**config.mk**
```make
export PLATFORM = sky130hd
export DESIGN_NAME = ddrdll_code_ctrl
export DESIGN_NICKNAME = d
export VERILOG_FILES = /design/src/rtl/ddrdll_pkg.sv /design/src/rtl/ddrdll_lock_det.sv /design/src/rtl/ddrdll_code_ctrl.sv
export SDC_FILE = /design/constraint.sdc
export NUM_CORES = 1
export LEC_CHECK = 0
export CAP_MARGIN = 20
export CORE_ASPECT_RATIO = 1.4
export CORE_UTILIZATION = 45
export DETAILED_ROUTE_END_ITERATION = 10
export SLEW_MARGIN = 20
export SYNTH_ARGS = -nofsm -noshare
export SYNTH_HDL_FRONTEND = slang
export SYNTH_HIERARCHICAL = 1
export SYNTH_SLANG_ARGS = --single-unit
export TNS_END_PERCENT = 50
```
**constraint.sdc**
```tcl
create_clock -name CLKIN -period 3.8 [get_ports CLKIN]
set_input_delay 0.76 -clock CLKIN [delete_from_list [all_inputs] [get_ports CLKIN]]
set_output_delay 0.76 -clock CLKIN [all_outputs]
set_load 0.02 [all_outputs]
```
**src/rtl/ddrdll_pkg.sv**
```systemverilog
// ddrdll_pkg: shared state/direction types and code limits for the DDRDLL code loop
package ddrdll_pkg;
    typedef enum logic [1:0] {ACQ, SETL, TRK} state_t;
    typedef enum logic {DIR_UP, DIR_DN} dir_t;
    localparam int CODE_W_DEF = 9;
    localparam int CODE_MAX = (1 << CODE_W_DEF) - 1;
endpackage

```
**src/rtl/ddrdll_lock_det.sv**
```systemverilog
// ddrdll_lock_det: counts dither reversals to gain LOCK and same-direction runs to lose it
module ddrdll_lock_det
    import ddrdll_pkg::*;
#(
    parameter int LOCK_CNT = 8,
    parameter int LOSS_CNT = 4
) (
    input  logic clk,
    input  logic rst,
    input  logic step,
    input  dir_t dir,
    output logic lock
);
    logic [7:0] rev;
    logic [3:0] loss;
    dir_t       last;
    logic       has_last;

    // the first step after reset only records a direction; it is neither a reversal nor a repeat
    always_ff @(posedge clk) begin
        if (rst) begin
            lock     <= 1'b0;
            rev      <= '0;
            loss     <= '0;
            last     <= DIR_UP;
            has_last <= 1'b0;
        end else if (step) begin
            has_last <= 1'b1;
            last     <= dir;
            if (!lock) begin
                if (has_last && dir != last) begin
                    if (rev == 8'(LOCK_CNT - 1)) begin
                        lock <= 1'b1;
                        rev  <= '0;
                        loss <= '0;
                    end else begin
                        rev <= rev + 8'd1;
                    end
                end else begin
                    rev <= '0;
                end
            end else if (dir == last) begin
                if (loss == 4'(LOSS_CNT - 1)) begin
                    lock <= 1'b0;
                    loss <= '0;
                    rev  <= '0;
                end else begin
                    loss <= loss + 4'd1;
                end
            end else begin
                loss <= '0;
            end
        end
    end
endmodule

```
**src/rtl/ddrdll_code_ctrl.sv**
```systemverilog
// ddrdll_code_ctrl: DDRDLL master lock loop stepping a delay code from phase-detector samples
module ddrdll_code_ctrl
    import ddrdll_pkg::*;
#(
    parameter int CODE_W = $clog2(CODE_MAX + 1),
    parameter int SETTLE = 4,
    parameter int LOCK_CNT = 8,
    parameter int LOSS_CNT = 4,
    parameter logic [CODE_W-1:0] CODE_INIT = '0
) (
    input  logic              CLKIN,
    input  logic              RST,
    input  logic              PD_VALID,
    input  logic              PD_LEAD,
    input  logic              FREEZE,
    input  logic              UDDCNTL_N,
    output logic [CODE_W-1:0] CODE,
    output logic              LOCK,
    output logic              CFLAG
);
    state_t            state;
    logic [CODE_W-1:0] code_q;
    logic [3:0]        settle;
    logic              step;
    logic              sat;
    dir_t              dir;

    assign step = !FREEZE && PD_VALID && state != SETL;
    assign dir  = PD_LEAD ? DIR_UP : DIR_DN;
    assign sat  = dir == DIR_UP ? code_q == '1 : code_q == '0;

    // CODE samples code_q before this edge's step, giving one cycle of publish latency
    always_ff @(posedge CLKIN) begin
        if (RST) begin
            state  <= ACQ;
            code_q <= CODE_INIT;
            CODE   <= CODE_INIT;
            CFLAG  <= 1'b0;
            settle <= '0;
        end else begin
            if (!UDDCNTL_N && !FREEZE)
                CODE <= code_q;
            if (step) begin
                code_q <= sat ? code_q : dir == DIR_UP ? code_q + CODE_W'(1) : code_q - CODE_W'(1);
                CFLAG  <= sat;
                state  <= SETL;
                settle <= 4'(SETTLE - 1);
            end else if (state == SETL && !FREEZE) begin
                if (settle == '0)
                    state <= LOCK ? TRK : ACQ;
                else
                    settle <= settle - 4'd1;
            end
        end
    end

    ddrdll_lock_det #(.LOCK_CNT(LOCK_CNT), .LOSS_CNT(LOSS_CNT)) u_lock_det (
        .clk (CLKIN),
        .rst (RST),
        .step(step),
        .dir (dir),
        .lock(LOCK)
    );
endmodule

```
* Word level (Yosys, flattened, before mapping)
Index checks and enable logic that the tools add are counted.
Storage, ports and cells: register bits 40, latch bits 0, bits in writable memories 0, ROM bits 0, input port bits 6, output and inout port bits 11, memories 0
Cells by class: add/subtract/negate cells 5, $mul 0, div/mod/pow operators 0, magnitude comparators 0, equality and inequality tests 10, shift-type cells 0, multiplexer cells 25, bitwise gates (word level) 2, reductions and logical operators 21
Operators by type and width (number):
- 2-to-1 mux 8 bit | 5
- 2-to-1 mux 4 bit | 5
- 2-to-1 mux 1 bit | 10
- AND reduction 2 bit | 5
- adder 9 x 1 -> 9 bit, second input constant | 1
- == test 9 bit, second input constant | 1
- logical NOT 9 bit | 1
- 2-to-1 mux 9 bit | 1
- subtractor 9 x 1 -> 9 bit, second input constant | 1
- adder 8 x 1 -> 8 bit, second input constant | 1
- == test 8 x 3 -> 1 bit, second input constant | 1
- 2-to-1 mux 2 bit | 4
- nonzero test 2 bit | 4
- != test 2 bit, second input constant | 3
- AND reduction 3 bit | 2
- logical AND 1 bit | 5
- adder 4 x 1 -> 4 bit, second input constant | 1
- == test 4 x 2 -> 1 bit, second input constant | 1
- logical NOT 4 bit | 1
- subtractor 4 x 1 -> 4 bit, second input constant | 1
- == test 2 x 1 -> 1 bit, second input constant | 1
- logical NOT 1 bit | 2
- != test 2 x 1 -> 1 bit, second input constant | 1
- NOT 1 bit | 2
- 3 further kinds | 3

* Longest topological paths before layout
depth in word-level cells 5, gate-level depth with buffers 8, mapped depth without buffers 7

* By module
Netlist, hierarchy kept.
By module, submodules not included:
- ddrdll_code_ctrl | times used 1, cells each 168, area each 1418.9 µm², seq. area each 500.5 µm²
- ddrdll_lock_det | times used 1, cells each 99, area each 872.1 µm², seq. area each 300.3 µm²

* Least setup slack after synthesis
OpenSTA, ideal clock, no wires.
path type input-to-reg, start point input PD_LEAD, end point register code_q[8], library setup time 0.121 ns, arrival 2.686 ns, data required time 3.679 ns, slack 0.994 ns, cell stages on the path 7, buffers on the path 0, cell sequence inv_1 > ha_1 > nor2b_1 > o31a_1 > o311a_1 > o31ai_1 > mux2_2
Between the ends: cells in the longest elaborated chain, start to end 3
Ends and longest elaborated chain:
- from (decl) | RTL line ddrdll_code_ctrl.sv:14 | input logic PD_LEAD,
- 2-to-1 mux 1 bit | RTL line ddrdll_code_ctrl.sv:30 | assign sat = dir == DIR_UP ? code_q == '1 : code_q == '0;
- NOT 1 bit (no source line)
- AND reduction 2 bit (no source line)
- to (signal assigned) | RTL line ddrdll_code_ctrl.sv:44 | code_q <= sat ? code_q : dir == DIR_UP ? code_q + CODE_W'(1) : code_q - CODE_W'(1);
- to (decl) | RTL line ddrdll_code_ctrl.sv:22 | logic [CODE_W-1:0] code_q;
Parallel ways exist; a longest one is shown, timed or not. A chain may end at the register's enable or synchronous reset.

* Worst setup path in the final report
Same ends and word-level chain as after synthesis.

==> reports/results.txt <==
main combinational cell family by area after synthesis: simple AND/OR/NAND/NOR gates
CP endpoint kind: flop
crit start category: input port
count leader, synth: dfxtp_1
ys flop type: dfxtp_1
outcome: finished, final reports clean
worst hold slack: 0.478 ns
Synth async-reset ratio: 0
number of remaining DRC errors: 0
DR vias/cell: 5.67
Syn Area/Cell: 8.58 um^2
Layout Skew: 0.00332 ns
CP required: 3.98 ns
initial core utilization: 0.469
vias in the first global route: 1,831
Cells after Synth: 267
Netlist Area Pre-Place: 2290 um^2
Routed WL: 5120 um
Synth Area in Simple Gates: 0.252
grt ovf: 0
Clock Power Share: 0.311
Die X: 62.3 um
power per cell area: 357 nW/um^2
FMAX: 335 MHz
Final Cycle Share: 0.784
Compound-Gate Fraction of Synth Area: 0.228
DR WL/cell: 14.6 um
CTS Hold Bufs: 0
final std cells w/o fill: 351
H-tree levels: 2
Worst Tran Pin Value: 0.576 ns
Post-DRT Antenna Nets: 0
# port buffers: 16
NetSw: 0.266 mW
Global Route Usage Sum: 0.201
post-synthesis net count: 284
Die Area: 5380 um^2
Final Worst Setup Slack: 0.819 ns
Placed Area: 2530 um^2
pre-CTS setup slack: 0.494 ns
setup violators final: 0
RSZ-0062 raised after global routing: no
n_diodes: 0
num rows: 30
Slew Viols, Final: 0
initial antenna violation count: 0
register area share after synthesis: 0.350
Critical Path Fanout Max: 10
part of the power in registers: 0.493
Fin. Hold Viols: 0
peak supply drop: 0.000177 V
drt first-iter violations: 160
largest net degree at the start of global routing: 40
final total power: 0.935 mW
fin util: 0.536
critical path class: in2reg
insertion delay to the later sink of the worst-skew pair: 0.29 ns
combinational share of power: 0.195
Post-Synth XOR/XNOR Area: 0.0388
Worst Hold Class: reg2reg
layout cell share with drive strength beyond 1: 0.0836
Worst EP arrival: 3.16 ns
Yosys warnings: 6
Total Neg Setup Slack: 0 ns
Placer Congestion: 0.790
Yosys top cell by area: dfxtp_1
Core ar.: 4880 um^2
mux contribution to synthesized area: 0.0180
total number of vias: 1,990
Internal: 0.669 mW
first-pass GRT wire length: 8630 um
Clock Tree Buf Depth: 2
FF+latch count, synth: 40
Clock transition at path regs: 0.07 ns
Die Y: 86.4 um
I/O Pins: 17
placed wire-length estimate: 3740 um
Root Buffer: clkbuf_8
Synth Area in Adders: 0.0634
Slew HR: 0.615
Final nets: 303
crit path time final: 2.98 ns
Leakage: 0.991 nW
design area: 2620 um^2
Pre-antenna DRT Iters: 4
Syn-to-layout area delta: 14.2%
EDFF count, synth: 0
Distinct cells, synth: 58
max_cap viols: 0
cts repair resizes: 0
top cells by area, synth: dfxtp_1, ha_1, a21oi_1
placed insts: 343
Net Sw Frac: 0.285
CTS tree: done
Inserted Clock Buffers: 5
clock sinks: 40
area share of the leading cell type in the synthesized netlist: 0.350
top post-synthesis cells by count: dfxtp_1, a21oi_1, nand2_1
Setup Fix Bufs, Post-CTS: 0
## worst max-delay path, stage by stage
cell and delay (ns):
clkdlybuf4s50_1 0.47, inv_1 0.07, buf_4 0.18, ha_1 0.41
o211a_1 0.16, o31a_1 0.13, o311a_1 0.33, o31ai_1 0.26
mux2_2 0.36
## logic make-up after synthesis
kind of cell | Yosys count
adder cells (fa/ha/maj) | 11
buffers and inverters | 26
XOR/XNOR | 8
AO/OA/AOI/OAI | 78
AND/OR/NAND/NOR | 100
multiplexers | 4
flip-flops | 40
## flip-flops by register name, summed over array words and instances (netlist names)
register	flops
CODE	9
code_q	9
u_lock_det/rev	8
settle	4
u_lock_det/loss	4
state	2
CFLAG	1
u_lock_det/has_last	1
u_lock_det/last	1
u_lock_det/lock	1
## cells in the final DEF (no fill, tap or decap), types with 7 or more instances in the layout
master,synthesis,routed
dfxtp_1,40,40
nand3_1,7,7
clkdlybuf4s50_1,0,16
a21oi_1,24,24
buf_4,0,7
nand2_1,21,21
nor2_1,17,17
nor3_1,13,13
inv_1,15,15
ha_1,10,10
nand2b_1,8,8
o21ai_0,19,19
## path summary, 6_finish.rpt
kind,end,cells past startpoint,start,slack [ns]
worst min register to register,CODE[2],2,CODE[2],0.48
worst min-delay path,CODE[2],2,CODE[2],0.48
worst max register to register,code_q[8],6,code_q[2],1.56
worst max-delay path,code_q[8],9,PD_LEAD,0.82
## power by group through the flow
stage	Combinational, mW	Sequential (mW)	Clock (mW)
floorplan	0.139	0.466	0
global placement	0.182	0.471	0
detailed placement	0.183	0.471	0
CTS	0.184	0.462	0.300
global route	0.204	0.465	0.321
finish	0.183	0.461	0.291
## area by class of cell
type                       count  area (um^2)
fill                         491         2260
tap                           64         80.1
multi-input combinational    201         1380
inverter                      15         56.3
timing repair buffer          23          213
sequential                    40          801
clock buffer                   8         90.1
## routing by layer
metal,vias up,routed length [um],global-route usage,part of all wire
met3,6,113,0.0276,0.022
met4,0,79,0.0655,0.015
met1,933,2250,0.224,0.44
met2,32,2680,0.388,0.52
met5,-,0,0,0
li1,1019,-,-,-
Power figures use the tool's default switching activity.
